===== src/rtl/register_bank_pkg.sv =====
`default_nettype none
// ============================================================================
// Module : register_bank_pkg
// Brief  : Shared constants and dump-engine state encoding for register_bank.
// Rev    : 1.0
// ============================================================================
package register_bank_pkg;

   localparam int DEFAULT_DATA_WIDTH = 32;
   localparam int DEFAULT_ADDR_WIDTH = 5;
   localparam int REG_DEPTH          = 2 ** DEFAULT_ADDR_WIDTH;
   localparam int REG_ZERO           = 0;

   typedef enum logic [1:0] {
      DUMP_IDLE = 2'd0,
      DUMP_SEND = 2'd1,
      DUMP_DONE = 2'd2
   } dump_state_e;

endpackage
`default_nettype wire


===== src/rtl/register_dump_ctrl.sv =====
`default_nettype none
// ============================================================================
// Module : register_dump_ctrl
// Brief  : Handshaked dump sequencer; walks every register index once per dump.
// Rev    : 1.0
// ============================================================================
module register_dump_ctrl
   import register_bank_pkg::*;
#(
   parameter int ADDR_WIDTH = DEFAULT_ADDR_WIDTH
) (
   input  logic                  clk,
   input  logic                  rst_n,
   input  logic                  dump_start,
   input  logic                  dump_ready,
   output logic                  dump_valid,
   output logic                  dump_busy,
   output logic                  dump_done,
   output logic [ADDR_WIDTH-1:0] dump_idx
);

   localparam logic [ADDR_WIDTH-1:0] LAST_IDX = '1;

   dump_state_e           state_q, state_d;
   logic [ADDR_WIDTH-1:0] cnt_q, cnt_d;

   always_ff @(posedge clk or negedge rst_n) begin
      if (!rst_n) begin
         state_q <= DUMP_IDLE;
         cnt_q   <= '0;
      end else begin
         state_q <= state_d;
         cnt_q   <= cnt_d;
      end
   end

   always_comb begin
      state_d    = state_q;
      cnt_d      = cnt_q;
      dump_valid = 1'b0;
      dump_busy  = 1'b0;
      dump_done  = 1'b0;
      case (state_q)
         DUMP_IDLE: begin
            if (dump_start) begin
               state_d = DUMP_SEND;
               cnt_d   = '0;
            end
         end
         DUMP_SEND: begin
            dump_valid = 1'b1;
            dump_busy  = 1'b1;
            // The counter parks on the last index so it can never wrap.
            if (dump_ready) begin
               if (cnt_q == LAST_IDX) begin
                  state_d = DUMP_DONE;
               end else begin
                  cnt_d = cnt_q + ADDR_WIDTH'(1);
               end
            end
         end
         DUMP_DONE: begin
            dump_done = 1'b1;
            dump_busy = 1'b1;
            state_d   = DUMP_IDLE;
            cnt_d     = '0;
         end
         default: begin
            state_d = DUMP_IDLE;
            cnt_d   = '0;
         end
      endcase
   end

   assign dump_idx = cnt_q;

endmodule
`default_nettype wire


===== src/rtl/register_bank.sv =====
`default_nettype none
// ============================================================================
// Module : register_bank
// Brief  : 32 x DATA_WIDTH register file, two async read ports, dump streamer.
//          Define REGFILE_BYPASS_EN for same-cycle write-to-read forwarding.
// Rev    : 1.0
// ============================================================================
module register_bank
   import register_bank_pkg::*;
#(
   parameter int DATA_WIDTH = DEFAULT_DATA_WIDTH,
   parameter int ADDR_WIDTH = DEFAULT_ADDR_WIDTH
) (
   input  logic                  clk,
   input  logic                  rst_n,
   input  logic                  wb_we,
   input  logic [ADDR_WIDTH-1:0] wb_addr,
   input  logic [DATA_WIDTH-1:0] wb_data,
   input  logic [ADDR_WIDTH-1:0] rs_addr,
   input  logic [ADDR_WIDTH-1:0] rt_addr,
   output logic [DATA_WIDTH-1:0] rs_data,
   output logic [DATA_WIDTH-1:0] rt_data,
   input  logic                  dump_start,
   input  logic                  dump_ready,
   output logic                  dump_valid,
   output logic [ADDR_WIDTH-1:0] dump_idx,
   output logic [DATA_WIDTH-1:0] dump_data,
   output logic                  dump_busy,
   output logic                  dump_done
);

   localparam int                    DEPTH    = 2 ** ADDR_WIDTH;
   localparam logic [ADDR_WIDTH-1:0] ZERO_IDX = ADDR_WIDTH'(REG_ZERO);

   logic [DATA_WIDTH-1:0] regs_q [DEPTH];
   logic [DATA_WIDTH-1:0] regs_d [DEPTH];
   logic [DATA_WIDTH-1:0] dump_word;
   logic                  wb_wr_en;

   assign wb_wr_en = wb_we && (wb_addr != ZERO_IDX);

   register_dump_ctrl #(
      .ADDR_WIDTH (ADDR_WIDTH)
   ) u_dump_ctrl (
      .clk        (clk),
      .rst_n      (rst_n),
      .dump_start (dump_start),
      .dump_ready (dump_ready),
      .dump_valid (dump_valid),
      .dump_busy  (dump_busy),
      .dump_done  (dump_done),
      .dump_idx   (dump_idx)
   );

   always_comb begin
      for (int i = 0; i < DEPTH; i++) begin
         regs_d[i] = regs_q[i];
      end
      if (wb_wr_en) begin
         regs_d[wb_addr] = wb_data;
      end
      regs_d[REG_ZERO] = '0;
   end

   always_ff @(posedge clk or negedge rst_n) begin
      if (!rst_n) begin
         for (int i = 0; i < DEPTH; i++) begin
            regs_q[i] <= '0;
         end
      end else begin
         for (int i = 0; i < DEPTH; i++) begin
            regs_q[i] <= regs_d[i];
         end
      end
   end

   always_comb begin
      rs_data   = regs_q[rs_addr];
      rt_data   = regs_q[rt_addr];
      dump_word = regs_q[dump_idx];
`ifdef REGFILE_BYPASS_EN
      if (wb_wr_en && (wb_addr == rs_addr)) rs_data   = wb_data;
      if (wb_wr_en && (wb_addr == rt_addr)) rt_data   = wb_data;
      if (wb_wr_en && (wb_addr == dump_idx)) dump_word = wb_data;
`endif
      if (rs_addr == ZERO_IDX) rs_data = '0;
      if (rt_addr == ZERO_IDX) rt_data = '0;
      // Beat data is only meaningful while a beat is offered.
      dump_data = dump_valid ? dump_word : '0;
   end

endmodule
`default_nettype wire

===== config.mk =====
export PLATFORM = sky130hd
export DESIGN_NAME = register_bank
export DESIGN_NICKNAME = d
export VERILOG_FILES = /design/src/rtl/register_bank_pkg.sv /design/src/rtl/register_dump_ctrl.sv /design/src/rtl/register_bank.sv
export SDC_FILE = /design/constraint.sdc
export NUM_CORES = 2
export LEC_CHECK = 0
export ABC_CLOCK_PERIOD_IN_PS = 4050
export BUFFER_PORTS_ARGS = -buffer_cell sky130_fd_sc_hd__buf_2
export CORE_MARGIN = 3
export CORE_UTILIZATION = 40
export DETAILED_ROUTE_END_ITERATION = 10
export GPL_TIMING_DRIVEN = 0
export HOLD_SLACK_MARGIN = 0.02
export SYNTH_ARGS = -nofsm -noshare
export SYNTH_HDL_FRONTEND = slang
export SYNTH_SLANG_ARGS = --single-unit

===== constraint.sdc =====
create_clock -name clk -period 4.05 [get_ports clk]
set_clock_uncertainty 0.05 [all_clocks]
set_input_delay 0.2025 -clock clk [delete_from_list [all_inputs] [get_ports clk]]
set_output_delay 0.2025 -clock clk [all_outputs]
set_load 0.005 [all_outputs]

==> reports/results.txt <==
CTS tree - yes
row count - 143
final setup fails - 26
max_slew headroom - -21.0%
root buf cell - clkbuf_16
pwr dens - 569 nW/um^2
Synth Flop Type - dfrtp_1
Finished Layout Cells - 6668
Syn. warnings - 0
Clock Pin Slew Worst Setup and Hold Paths - 0.06 ns
final setup margin - -0.335 ns
worst path required time - 3.80 ns
period utilization - 108%
DP Worst Slack - -0.484 ns
Worst Hold Class - primary input to register
outcome - complete, but fails checks
DRC viols - 0
die area - 158000 um^2
asr flop ratio synth - 100%
hpwl dp - 199000 um
Longest Clk Path Bufs - 3
min Tclk post-route - 4.38 ns
worst-path maximum fanout - 10
Placed Cells - 6412
initial antenna violation count - 20
Max Slew Vio Count - 2
fmax - 228 MHz
Die W - 398 um
timing startpoint of the critical path - rs_addr[0]
Layout Nets - 4589
R2R depth - 8
grt ovf - 0
Mapped Area - 61400 um^2
worst slew pin tran - 1.77 ns
H-tree Lvls - 3
first-pass GRT wire length - 363000 um
RSZ-0062 raised after global routing - true
CTS Buf Count - 110
FF-to-FF setup slack - 0.71 ns
post-place instance area - 64900 um^2
Ports - 156
Mapped Avg Cell Area - 14.5 um^2
Post-Layout Inst Area - 69700 um^2
r2r endpoint - u_dump_ctrl.dump_idx[0]$_DFFE_PN0P_
Area Growth Syn to Fin - 13.6%
CP arrival - 4.13 ns
Fin. Hold Viols - 0
Setup crit start kind - primary input
cell count after synthesis - 4228
Leak - 28.7 nW
port bufs - 148
initial drt markers - 7245
core outline area - 152000 um^2
VDD IR-drop max - 0.416 mV
crit path capture - rs_data[2]
Max Cap Viol - 1
vias in the first global route - 44.7k
EDFF count, synth - 0
Seq cells post-synth - 999
# fillers - 13.5k
largest net degree at the start of global routing - 169
post-route setup TNS - -1.81 ns
clock latency on the worst-skew pair - 0.74 ns
wire per inst - 39.9 um
share of layout cells above drive strength 1 - 50.3%
GPL Wtd Cong - 1.06
# clock sinks - 999
Post-Syn Nets - 4286
Die Span Y - 398 um
Pre-antenna DRT Iters - 6
starting density of the core - 40.3%
Routed Antenna Nets - 0
Layout Utilization - 45.8%
wirelength, routed - 266000 um
Global Route Usage Sum - 33.2%
synth unique cells - 45
CP endpoint kind - primary output
sequential area share after synthesis - 40.7%
vias after detailed routing - 45.6k
DR vias/cell - 6.84
worst r2r src - u_dump_ctrl.state_q[1]$_DFFE_PN0P_
CP Class - primary input to primary output
failing checks - capacitance limit, slew limit, setup timing
[report_power, final]
group | switching (mW) | leakage, nW | internal, mW
sequential | 2.08 | 12.8 | 11.9
combinational | 7.58 | 14.0 | 6.82
clock | 4.60 | 1.96 | 6.64
total | 14.3 | 28.7 | 25.4
[synthesized netlist by cell type (all sizes together) (39+ instances only)]
library cell	n	area [um^2]
a21oi	65	325
a221oi	88	777
a22oi	130	976
buf	264	1370
clkbuf	222	833
dfrtp	999	25000
inv	39	146
mux2	1087	12200
mux2i	302	3020
mux4	631	14200
nand2	63	236
o21ai	63	315
[routing by layer]
metal	vias to the layer above	GRT usage (%)	wire length, um
met2	3205	47.3	113000
li1	17500	-	-
met5	-	0	33
met3	761	12.2	34500
met1	24200	41.6	96300
met4	4	23.3	22100
[registers in the layout, indices dropped and copies added, names as in the netlist]
register / cells
regs_q: 992
u_dump_ctrl.dump_idx: 5
u_dump_ctrl.state_q: 2
[critical path: stages]
cell       delay [ns]
buf_2            0.16
buf_4            0.36
buf_4            0.54
buf_2            0.54
a221oi_1         0.15
a2111oi_0        1.47
or3_1            0.48
buf_2            0.19
[logic make-up after synthesis]
group | share of synthesized area [%]
adders and majority gates | 0.122
muxes | 48.0
DFF | 40.7
AOI/OAI and AO/OA | 6.13
and+or+nand+nor | 1.21
buffers and inverters | 3.83
[cell type report]
class / count / area, um^2 / area share, %
timing repair buffer: 192 / 1300 / 1.86
clock buffer: 158 / 3250 / 4.66
inverter: 40 / 150 / 0.215
tap: 2030 / 2540 / 3.64
antenna: 11 / 27.5 / 0.0395
buffer: 485 / 2340 / 3.36
multi-input combinational: 2703 / 34400 / 49.4
clock inverter: 50 / 706 / 1.01
sequential: 999 / 25000 / 35.9
[how the worst min path moves through the flow]
stage	startpoint	depth (start not counted)	slack, ns	to
detailed placement	rst_n	1	0.17	regs_q[849]$_DFFE_PN0P_
global placement	wb_data[16]	2	0.44	regs_q[16]$_DFFE_PN0P_
floorplan	rst_n	0	-0.14	regs_q[0]$_DFFE_PN0P_
global route	dump_start	4	0.10	u_dump_ctrl.dump_idx[2]$_DFFE_PN0P_
finish	dump_start	4	0.09	u_dump_ctrl.state_q[0]$_DFFE_PN0P_
CTS	dump_start	4	0.04	u_dump_ctrl.state_q[0]$_DFFE_PN0P_
[timing repair]
action | CTS | global route
endpoints found under the setup margin | 55 | 34
setup buffers | 0 | 0
resized for setup | 89 | 29
pin swaps | 4 | 3
hold buffers | 37 | 0
gates cloned | 0 | 0
endpoints found under the hold margin | 135 | 0
[layout by cell type (no fill, tap or decap), types with 38 or more instances in the layout]
cell / netlist / final
clkbuf_16: 0 / 113
mux2i_1: 302 / 300
dfrtp_1: 999 / 996
mux2_2: 1087 / 1087
clkbuf_1: 222 / 217
buf_1: 81 / 75
buf_2: 148 / 282
mux4_2: 631 / 631
a221o_1: 38 / 38
o21ai_0: 63 / 63
a221oi_1: 87 / 58
a22oi_1: 130 / 127
nand2_1: 63 / 63
a21oi_1: 65 / 64
[through the flow]
| step | total power, mW | hold WS [ns] |
|---|---|---|
| 6_report | 39.7 | 0.0858 |
| 5_1_grt | 40.6 | 0.102 |
| 4_1_cts | 39.0 | 0.0397 |
| 3_5_place_dp | 27.5 | 0.169 |
| 3_3_place_gp | 27.3 | 0.444 |
| 2_1_floorplan | 22.3 | -0.143 |
Power figures use the tool's default switching activity.
